**src/rtl/shift_wb_queue.sv**
```systemverilog
// In-order write-back buffer behind the non-stallable shift unit, with per-hart kill.
// Optional same-cycle bypass onto wb_* when the queue holds nothing live: SHIFT_WBQ_BYPASS_EN.
module shift_wb_queue #(
   parameter int unsigned RV       = 64,
   parameter int unsigned NHART    = 1,
   parameter int unsigned LNHART   = 0,
   parameter int unsigned LNCOMMIT = 5,
   parameter int unsigned DEPTH    = 8,
   parameter int unsigned LDEPTH   = 3,
   parameter int unsigned INFLIGHT = 2
) (
   input  logic                clk,
   input  logic                reset,
   input  logic [RV-1:0]       in_result,
   input  logic [LNCOMMIT-1:0] in_rd,
   input  logic [NHART-1:0]    in_makes_rd,
   input  logic [NHART-1:0]    kill,
   output logic                wb_valid,
   input  logic                wb_ready,
   output logic [RV-1:0]       wb_data,
   output logic [LNCOMMIT-1:0] wb_rd,
   output logic [NHART-1:0]    wb_hart,
   output logic                issue_stall,
   output logic [LDEPTH:0]     count,
   output logic                overflow
);

   localparam int unsigned CW = LDEPTH + 1;
   localparam int unsigned SW = LDEPTH + 2;

   if (NHART != (1 << LNHART) || DEPTH != (1 << LDEPTH) || DEPTH < 4) begin : g_param_err
      $error("shift_wb_queue: inconsistent NHART/LNHART or DEPTH/LDEPTH");
   end

   logic [RV-1:0]       mem_data [DEPTH];
   logic [LNCOMMIT-1:0] mem_rd   [DEPTH];
   logic [NHART-1:0]    mem_hart [DEPTH];
   logic [DEPTH-1:0]    live, live_next;
   logic [LDEPTH-1:0]   wr_ptr, rd_ptr;

   logic push, in_dead, not_empty, full, head_live, bypass, pop, wr_en;

   // Handshake and occupancy decisions for this cycle.
   always_comb begin
      push      = |in_makes_rd;
      in_dead   = |(in_makes_rd & kill);
      not_empty = (count != '0);
      full      = (count == CW'(DEPTH));
      head_live = live[rd_ptr];
`ifdef SHIFT_WBQ_BYPASS_EN
      bypass    = push & ~in_dead & wb_ready & ~(|live);
`else
      bypass    = 1'b0;
`endif
      pop       = not_empty & (wb_ready | ~head_live);
      wr_en     = push & ~bypass & (~full | pop);
   end

   // Head presentation; reset suppresses any write-back in the reset cycle.
   always_comb begin
      wb_valid = ~reset & (bypass | (not_empty & head_live));
      wb_data  = mem_data[rd_ptr];
      wb_rd    = mem_rd[rd_ptr];
      wb_hart  = mem_hart[rd_ptr];
`ifdef SHIFT_WBQ_BYPASS_EN
      if (bypass) begin
         wb_data = in_result;
         wb_rd   = in_rd;
         wb_hart = in_makes_rd;
      end
`endif
   end

   // Leaves headroom for INFLIGHT results already inside the shift pipeline.
   always_comb begin
      issue_stall = (SW'(count) + SW'(push)) >= SW'(DEPTH - INFLIGHT);
   end

   // Kill first, then retire the head, then the new entry claims its slot.
   always_comb begin
      for (int unsigned i = 0; i < DEPTH; i++) begin
         live_next[i] = live[i] & ~(|(mem_hart[i] & kill));
      end
      if (pop)   live_next[rd_ptr] = 1'b0;
      if (wr_en) live_next[wr_ptr] = ~in_dead;
   end

   always_ff @(posedge clk) begin
      if (reset) begin
         count    <= '0;
         wr_ptr   <= '0;
         rd_ptr   <= '0;
         live     <= '0;
         overflow <= 1'b0;
      end else begin
         live  <= live_next;
         count <= count + CW'(wr_en) - CW'(pop);
         if (wr_en) wr_ptr <= wr_ptr + LDEPTH'(1);
         if (pop)   rd_ptr <= rd_ptr + LDEPTH'(1);
         if (push & full & ~pop) overflow <= 1'b1;
      end
   end

   always_ff @(posedge clk) begin
      if (wr_en) begin
         mem_data[wr_ptr] <= in_result;
         mem_rd[wr_ptr]   <= in_rd;
         mem_hart[wr_ptr] <= in_makes_rd;
      end
   end

endmodule

```
**config.mk**
```make
export PLATFORM = sky130hd
export DESIGN_NAME = shift_wb_queue
export DESIGN_NICKNAME = d
export VERILOG_FILES = /design/src/rtl/shift_wb_queue.sv
export SDC_FILE = /design/constraint.sdc
export NUM_CORES = 1
export LEC_CHECK = 0
export BUFFER_PORTS_ARGS = -buffer_cell sky130_fd_sc_hd__buf_2
export CAP_MARGIN = 40
export CORE_MARGIN = 2
export CORE_UTILIZATION = 55
export CTS_BUF_LIST = sky130_fd_sc_hd__clkbuf_16
export DETAILED_ROUTE_END_ITERATION = 7
export GPL_ROUTABILITY_DRIVEN = 0
export PLACE_DENSITY = 0.7
export SLEW_MARGIN = 20
export SYNTH_ARGS = -nofsm -noshare
export SYNTH_HDL_FRONTEND = slang
export SYNTH_SLANG_ARGS = --single-unit
export TNS_END_PERCENT = 100
```
**constraint.sdc**
```tcl
create_clock -name clk -period 20.6 [get_ports clk]
set_input_delay 4.12 -clock clk [delete_from_list [all_inputs] [get_ports clk]]
set_output_delay 4.12 -clock clk [all_outputs]
set_load 0.02 [all_outputs]
```
# Word level (Yosys, flattened, before mapping)
# Memory sizes are Yosys's and may differ from the RTL's. A register that Yosys moved wholly into a read port is not among the register bits.
# Cells that the tools add are included.
dict set report op_classes {
  n_reduce_logical 3
  add_sub_neg 5
  n_div 0
  n_mux 17
  bitwise 40
  order_cmp 5
  multipliers 0
  eq_ne 1
  shifts 0
}
# operator count
set op_table {}
lappend op_table {{AND 1 bit} 23}
lappend op_table {{two-way mux 3 bit} 6}
lappend op_table {{two-way mux 8 bit} 2}
lappend op_table {{inverter 1 bit} 13}
lappend op_table {{AND 8 bit} 1}
lappend op_table {{bitwise mux 8 bit} 1}
lappend op_table {{< comparator 3 x 4 -> 1 bit, second input constant} 2}
lappend op_table {{inverter 8 bit} 1}
lappend op_table {{adder 3 x 1 -> 3 bit, second input constant} 2}
lappend op_table {{demux 1 bit (select 3 bit)} 2}
lappend op_table {{greater-or-equal comparator 3 x 1 -> 1 bit, second input constant} 2}
lappend op_table {{adder 4 x 1 -> 5 bit} 1}
lappend op_table {{greater-or-equal comparator 5 x 3 -> 1 bit, second input constant} 1}
lappend op_table {{two-way mux 1 bit} 5}
lappend op_table {{adder 4 x 1 -> 4 bit} 1}
lappend op_table {{equality test 4 bit, second input constant} 1}
lappend op_table {{nonzero test 4 bit} 1}
lappend op_table {{subtractor 4 x 1 -> 4 bit} 1}
lappend op_table {{binary-select mux 1 bit (select 3 bit)} 1}
lappend op_table {{logical AND 1 bit} 2}
lappend op_table {{OR 1 bit} 2}
dict set report totals {
  n_memories 3
  in_bits 74
  latch_bits 0
  ramBits 560
  reg_bits 19
  rom_bits 0
}
# memory depth width rd rd_ports_with_merged_regs wr line_no
set mem_list {}
lappend mem_list {mem_data 8 64 1 1 1 35} ;# logic [RV-1:0] mem_data [DEPTH];
lappend mem_list {mem_rd 8 5 1 1 1 36} ;# logic [LNCOMMIT-1:0] mem_rd [DEPTH];
lappend mem_list {mem_hart 8 1 9 1 1 37} ;# logic [NHART-1:0] mem_hart [DEPTH];

# Depth between registers and ports, before layout
# Gate-level depths: netlist of the first run.
dict set report logic_depth {
  word_depth 9
  depth_mapped 13
  mapped_depth_nobuf 12
}

# Worst setup path before layout of the first run
# Ideal clock, no wire load.
dict set report synth_timing {
  path_kind {input -> register}
  start {input port wb_ready}
  end {register live[0]}
  stages 5
  slack_ns 10.129
  path_buffers 1
  t_required_ns 20.232
  arrival_time_ns 10.103
  path_cell_list {or4b_4 > a21oi_2 > buf_4 > a211oi_1 > o22ai_1}
}
dict set report synth_via {
  elab_chain_len 5
  word_cells_on_any_way 7
}
# element line_no
set synth_rtl {}
lappend synth_rtl {{start, declared} 19} ;# input logic wb_ready,
lappend synth_rtl {{OR 1 bit *} 55} ;# pop = not_empty & (wb_ready | ~head_live);
lappend synth_rtl {{AND 1 bit *} 55}
lappend synth_rtl {{two-way mux 8 bit or OR 1 bit (tied branches)} {84, 56}}
lappend synth_rtl {{bitwise mux 8 bit or AND 1 bit (tied branches)} {85, 56}}
lappend synth_rtl {{two-way mux 8 bit *} 85} ;# if (wr_en) live_next[wr_ptr] = ~in_dead;
lappend synth_rtl {{end signal, assigned} 96} ;# live <= live_next;
lappend synth_rtl {{end, declared} 38} ;# logic [DEPTH-1:0] live, live_next;
# Mark *: on every way between the ends. The rest lies on a longest branch, timed or not.
# A chain may end at the register's enable or synchronous reset.

# Worst setup path after layout of the first run
dict set report layout_timing {
  start {input port in_makes_rd}
  end {output port issue_stall}
}
dict set report layout_via {
  elab_chain_len 2
}
# element line_no
set layout_rtl {}
lappend layout_rtl {{start, declared} 16} ;# input logic [NHART-1:0] in_makes_rd,
lappend layout_rtl {{adder 4 x 1 -> 5 bit} 76} ;# issue_stall = (SW'(count) + SW'(push)) >= SW'(DEPTH - INFLIGHT);
lappend layout_rtl {{greater-or-equal comparator 5 x 3 -> 1 bit} 76}
lappend layout_rtl {{end, declared} 23} ;# output logic issue_stall,
# Every way passes these cells.

==> results.tsv, run 1 <==
stage	metric	value	unit
status	status	finished, final reports clean	
drt	Routed WL	43200	um
sta	final hold slack	0.500	ns
layout	commonest non-fill, non-tap cell in the layout	edfxtp_1	
critical_path	Worst EP required	16.48	ns
global_routing	first-pass GRT wire length	64800	um
sta	Worst Max-Slew Pin Slew	0.985	ns
die	core box area	40600	sq um
layout	non-filler cells, final	1749	
synth	synthesis warning total	0	
placed_design	DPL Wire Length	23400	um
sta	Final Hold Fails	0	
layout	fraction of layout cells with a size suffix above 1	39.8	%
clock_network	clock sinks	582	
sta	Final WS setup	11.14	ns
sta	clock skew	0.0263	ns
layout	most frequent cells in the layout	edfxtp_1 (560), buf_2 (150), mux4_2 (140), mux2_2 (70), clkbuf_16 (57)	
die	Initial Utilization	55.3	%
critical_path	r2r endpoint	mem_data[7][40]	
layout	Area growth syn-to-layout	14.8	%
drt	Avg WL per Cell	24.7	um
clock_network	post_cts resized	0	
critical_path	Worst Setup SP	in_makes_rd	
clock_network	hold_buf cts	0	
drt	Iter 0 DRT Violations	1050	
sta	worst relative slew slack	34.3	%
synth	synth unique cells	50	
die	Die ar.	42400	sq um
placed_design	Port Buffers	150	
drt	DRC	0	
die	Die W	206	um
placed_design	pre-CTS WS	11.13	ns
pwr	Power Dens Cells	133	nW/um^2
global_routing	largest net degree at the start of global routing	106	
layout	Final Core Density	63.5	%
die	row count	74	
sta	Max Slew Vio Count	0	
critical_path	RR Startpoint	count[2]	
drt	Via density	5.93	
synth	#FFs+latches synth	582	
drt	DRT Pass-1 Iters	5	
synth	Syn Area/Cell	22.7	sq um
clock_network	Clock Tree Buf Depth	3	
sta	crit path time final	9.47	ns
clock_network	CTS Buf Count	56	
synth	sequential-to-total area share from yosys stat	76.9	%
layout	nets@finish	1260	
clock_network	CTS tree	built	
clock_network	clock slew at reported path FFs	0.06	ns
sta	RSZ-0062 raised after global routing	false	
sta	fmax	106	MHz
critical_path	crit path DAT	5.34	ns
sta	final setup violation count	0	
clock_network	H-Tree Depth	2	
global_routing	initial antenna violation count	7	
pwr	maximum VDD drop	92.4	uV
critical_path	Critical Path Fanout Max	13	
drt	Final ANT Viol Nets	0	
die	I/O pin cnt	151	
sta	crit share post-route	45.9	%
drt	via count	10378	
global_routing	total track usage	20.8	%
die	die height	206	um
clock_network	Root Driver	clkbuf_16	
critical_path	reg2reg path depth	8	
job	max cap viols	0	
pwr	static leakage	0.00835	uW
critical_path	R2R Setup Slk	16.84	ns
synth	Mapped Cells	987	
clock_network	Worst-Skew Late Latency	0.59	ns
critical_path	Setup crit start kind	input port	
sta	setup TNS	0	ns
global_routing	vias in the first global route	10783	
layout	Fillers	2757	
clock_network	post-CTS setup buffer count	0	
hold_path	hold crit path type	reg2reg	
critical_path	WS Path Type	in2out	
placed_design	dpl cells	1646	
critical_path	CP endpoint	issue_stall	
critical_path	CP Capture Type	output port	
synth	Cell Area, Synth	22400	sq um
global_routing	gr ovfl total	0	
synth	syn_nets	1074	
==> per-stage QoR <==
| stage | power [uW] | cell area, sq um |
|---|---|---|
| floorplan | 2220 | 22400 |
| global placement | 2490 | 23900 |
| detailed placement | 2520 | 24000 |
| CTS | 3460 | 25700 |
| global route | 3570 | 25800 |
| finish | 3420 | 25800 |
==> Yosys cell counts (all sizes together) <==
cell type,n,share of area [%]
a211oi,10,0.33
nor3,2,0.045
nand2,16,0.27
inv,13,0.22
or4,2,0.067
mux2i,4,0.20
a21o,3,0.10
and4,3,0.12
xnor2,2,0.078
mux4,140,14
edfxtp,560,75
o2111ai,8,0.31
a2111oi,1,0.067
xor2,2,0.078
o311ai,2,0.078
a31oi,1,0.028
fa,1,0.089
nor3b,2,0.067
nor4,4,0.11
a22o,1,0.039
and2,1,0.028
dfxtp,22,2.0
o22ai,8,0.22
a211o,2,0.078
buf,24,0.55
a311o,2,0.089
clkbuf,26,0.43
mux2,70,3.5
and4bb,1,0.056
a32o,1,0.045
nor2b,5,0.14
a2bb2oi,2,0.078
ha,12,0.67
or4b,1,0.061
a222oi,1,0.045
nand2b,4,0.11
o211ai,1,0.033
or2,1,0.028
nor2,8,0.13
nand3,4,0.089
a21oi,4,0.11
or3,3,0.084
o21ai,6,0.13
a221o,1,0.045
==> kinds of logic after synthesis <==
logic type | Yosys count | share of synthesized area (%)
DFF | 582 | 76.9
muxes | 214 | 17.8
buffers and inverters | 63 | 1.20
and+or+nand+nor | 57 | 1.40
AOI/OAI and AO/OA | 54 | 1.83
adders and majority gates | 13 | 0.758
xor gates and xnor gates | 4 | 0.156
==> report_power, final <==
group | leakage (uW) | total, uW | switching, uW | internal [uW]
combinational | 0.00222 | 982 | 543 | 439
clock | 0.000860 | 947 | 410 | 537
sequential | 0.00527 | 1490 | 57.1 | 1440
total | 0.00835 | 3420 | 1010 | 2410
==> registers in the layout, summed over array words and instances (netlist names), named ones only <==
signal and cells:
mem_data 512, mem_rd 40, live 8, mem_hart 8
count 4, rd_ptr 3, wr_ptr 3, overflow 1
==> how the worst min path moves through the flow <==
stage	to	depth (start not counted)	from
after global routing	live[0]	2	live[0]
final	live[3]	2	live[3]
after detailed placement	live[6]	2	live[6]
after global placement	live[0]	2	live[0]
after CTS	live[3]	2	live[3]
after floorplan	live[0]	2	live[0]
==> metal layers <==
layer  vias to the layer above  GRT usage, %  wire, um  part of all wire, %
li1                       4564             -         -                    -
met1                      5465          29.1     18100                   42
met2                       276          33.9     21500                   50
met3                        63          4.86      2870                  6.6
met4                        10          4.67       637                  1.5
met5                         -             0        62                 0.14
==> worst max-delay path, cell delays in order <==
cell and delay (ns):
buf_2 0.18, ha_1 0.24, ha_1 0.21, xor2_1 0.15, a221o_1 0.30, buf_2 0.16
==> cell type report <==
type | instances | area, sq um | area share, %
Clock buffer | 57 | 1430 | 5.54
Antenna cell | 2 | 5.00 | 0.0194
Inverter | 13 | 48.8 | 0.189
Timing Repair Buffer | 178 | 1050 | 4.09
Sequential cell | 582 | 17300 | 67.0
Clock inverter | 43 | 275 | 1.07
Tap cell | 532 | 666 | 2.58
Multi-Input combinational cell | 342 | 5020 | 19.5
No activity file was read; power rests on OpenSTA's default activity.
==> run 2, diff against run 1 <==
--- a/config.mk
+++ b/config.mk
@@ -8,11 +8,11 @@
 export BUFFER_PORTS_ARGS = -buffer_cell sky130_fd_sc_hd__buf_2
 export CAP_MARGIN = 40
 export CORE_MARGIN = 2
-export CORE_UTILIZATION = 55
+export CORE_UTILIZATION = 54
 export CTS_BUF_LIST = sky130_fd_sc_hd__clkbuf_16
 export DETAILED_ROUTE_END_ITERATION = 7
 export GPL_ROUTABILITY_DRIVEN = 0
-export PLACE_DENSITY = 0.7
+export PLACE_DENSITY = 0.71
 export SLEW_MARGIN = 20
 export SYNTH_ARGS = -nofsm -noshare
 export SYNTH_HDL_FRONTEND = slang
==> constraint.sdc (replaced) <==
create_clock -name clk -period 8.1 [get_ports clk]
set_input_delay 1.62 -clock clk [delete_from_list [all_inputs] [get_ports clk]]
set_output_delay 1.62 -clock clk [all_outputs]
set_load 0.02 [all_outputs]
==> run 2 against run 1 <==
Power grew to 2.5 times the previous value. Cell count shrank 0.11%. First-iteration DRC count down 11%. Register-to-register slack worse by 12 ns.
==> results.tsv, run 2 (synthesized netlist as in run 1, its figures left out) <==
stage	metric	value	unit
clock_network	CTS Buf Count	56	
pwr	Power Dens Cells	335	nW/um^2
sta	Max Slew Vio Count	0	
critical_path	Cell Chain, Critical Path	buf_12 > buf_4 > mux4_2 > mux2_2 > buf_2	
sta	clock skew	0.0186	ns
die	Die W	208	um
critical_path	crit path DAT	3.01	ns
layout	fraction of layout cells with a size suffix above 1	39.3	%
layout	ANT cells	0	
critical_path	Critical Path Fanout Max	52	
status	status	finished, final reports clean	
clock_network	clock slew at reported path FFs	0.06	ns
placed_design	DPL Wire Length	23200	um
drt	via count	10465	
global_routing	gr ovfl total	0	
global_routing	total track usage	20.3	%
hold_path	hold crit path type	reg2reg	
critical_path	Setup crit start kind	flip-flop	
clock_network	Worst-Skew Late Latency	0.60	ns
drt	Final ANT Viol Nets	0	
layout	largest reg by FF count	mem_data	
die	Die ar.	43200	sq um
clock_network	post_cts resized	0	
critical_path	critical path's largest stage delay	0.65	ns
critical_path	WS Path Type	reg2out	
sta	RSZ-0062 raised after global routing	false	
sta	Final Hold Fails	0	
layout	max FFs per register	512	
clock_network	Root Driver	clkbuf_16	
layout	biggest regs	mem_data x512, mem_rd x40	
layout	most frequent cells in the layout	edfxtp_1 (560), buf_2 (150), mux4_2 (140), mux2_2 (70), clkbuf_16 (57)	
drt	DRC	0	
die	die height	208	um
clock_network	H-Tree Depth	2	
sta	worst relative slew slack	45.1	%
clock_network	CTS tree	built	
clock_network	hold_buf cts	0	
drt	Avg WL per Cell	24.7	um
global_routing	first-pass GRT wire length	66100	um
job	max cap viols	0	
pwr	maximum VDD drop	211	uV
clock_network	post-CTS setup buffer count	0	
layout	non-filler cells, final	1747	
placed_design	Port Buffers	150	
layout	Fillers	2803	
sta	crit share post-route	57.1	%
clock_network	Clock Tree Buf Depth	3	
layout	Area growth syn-to-layout	14.5	%
critical_path	Bufs and invs on worst path	3	
global_routing	initial antenna violation count	5	
sta	crit path time final	4.63	ns
die	row count	74	
sta	fmax	216	MHz
layout	nets@finish	1263	
global_routing	met1 Use GR	29.2	%
die	I/O pin cnt	151	
die	Initial Utilization	54.8	%
global_routing	met2 usage	32.5	%
global_routing	global route hottest layer	met2	
global_routing	vias in the first global route	10870	
drt	Iter 0 DRT Violations	930	
layout	design area	25700	sq um
sta	Worst Max-Slew Pin Slew	0.824	ns
clock_network	clock sinks	582	
sta	setup TNS	0	ns
layout	commonest non-fill, non-tap cell in the layout	edfxtp_1	
die	core box area	40900	sq um
global_routing	met3 Track Usage GR	3.87	%
critical_path	CP top delay family	buffers and inverters	
drt	Routed WL	43100	um
drt	Via density	5.99	
layout	Multi-input gate area	5020	sq um
critical_path	Critical Path Slowest Stage Cell	buf_4	
critical_path	Worst EP required	6.48	ns
placed_design	dpl cells	1647	
placed_design	dpl cell area	24000	sq um
layout	sequential cell area	17300	sq um
global_routing	largest net degree at the start of global routing	56	
critical_path	CP Capture Type	output port	
sta	final setup violation count	0	
layout	Final Core Density	62.8	%
drt	DRT Pass-1 Iters	5	
pwr	static leakage	0.00836	uW
==> run 2: layout make-up <==
cell class	instances	area share [%]
Clock buffer	57	5.55
Timing Repair Buffer	181	4.19
Multi-Input combinational cell	342	19.5
Sequential cell	582	67.2
Inverter	13	0.190
Clock inverter	40	0.721
Tap cell	532	2.59
==> run 2: worst paths after layout <==
path / depth (start not counted) / slack (ns) / from / endpoint
worst max-delay path: 5 / 3.47 / flip-flop / wb_data[52]
worst min-delay path: 2 / 0.52 / live[7] / live[7]
worst max register to register: 6 / 4.70 / rd_ptr[0] / mem_data[2][3]
worst min register to register: 2 / 0.52 / live[7] / live[7]
==> run 2: where the power goes <==
group | leakage [uW] | switching (uW) | internal (uW)
Clock | 0.000855 | 1040 | 1260
Combinational | 0.00224 | 1360 | 1130
Sequential | 0.00527 | 162 | 3650
Total | 0.00836 | 2560 | 6040
==> run 2: metal layers <==
metal,wire (um),vias up
met5,65,-
met4,557,10
met3,2370,55
met2,21200,306
met1,18900,5534
li1,-,4560
==> run 2: worst reg2reg max path, cell delays in order, from the launching register on <==
cell	delay (ns)
dfxtp_1	0.61
mux2i_2	0.50
a21oi_2	0.21
buf_6	0.22
a211oi_4	0.23
buf_4	0.49
buf_4	0.75
==> run 2: per-stage QoR <==
stage	total power [uW]	setup slack, ns	hold WS (ns)
2_1_floorplan	5650	0.129	0.469
3_3_place_gp	6320	3.50	0.479
3_5_place_dp	6390	3.65	0.492
4_1_cts	8700	3.20	0.504
5_1_grt	8990	3.32	0.521
6_report	8600	3.47	0.517
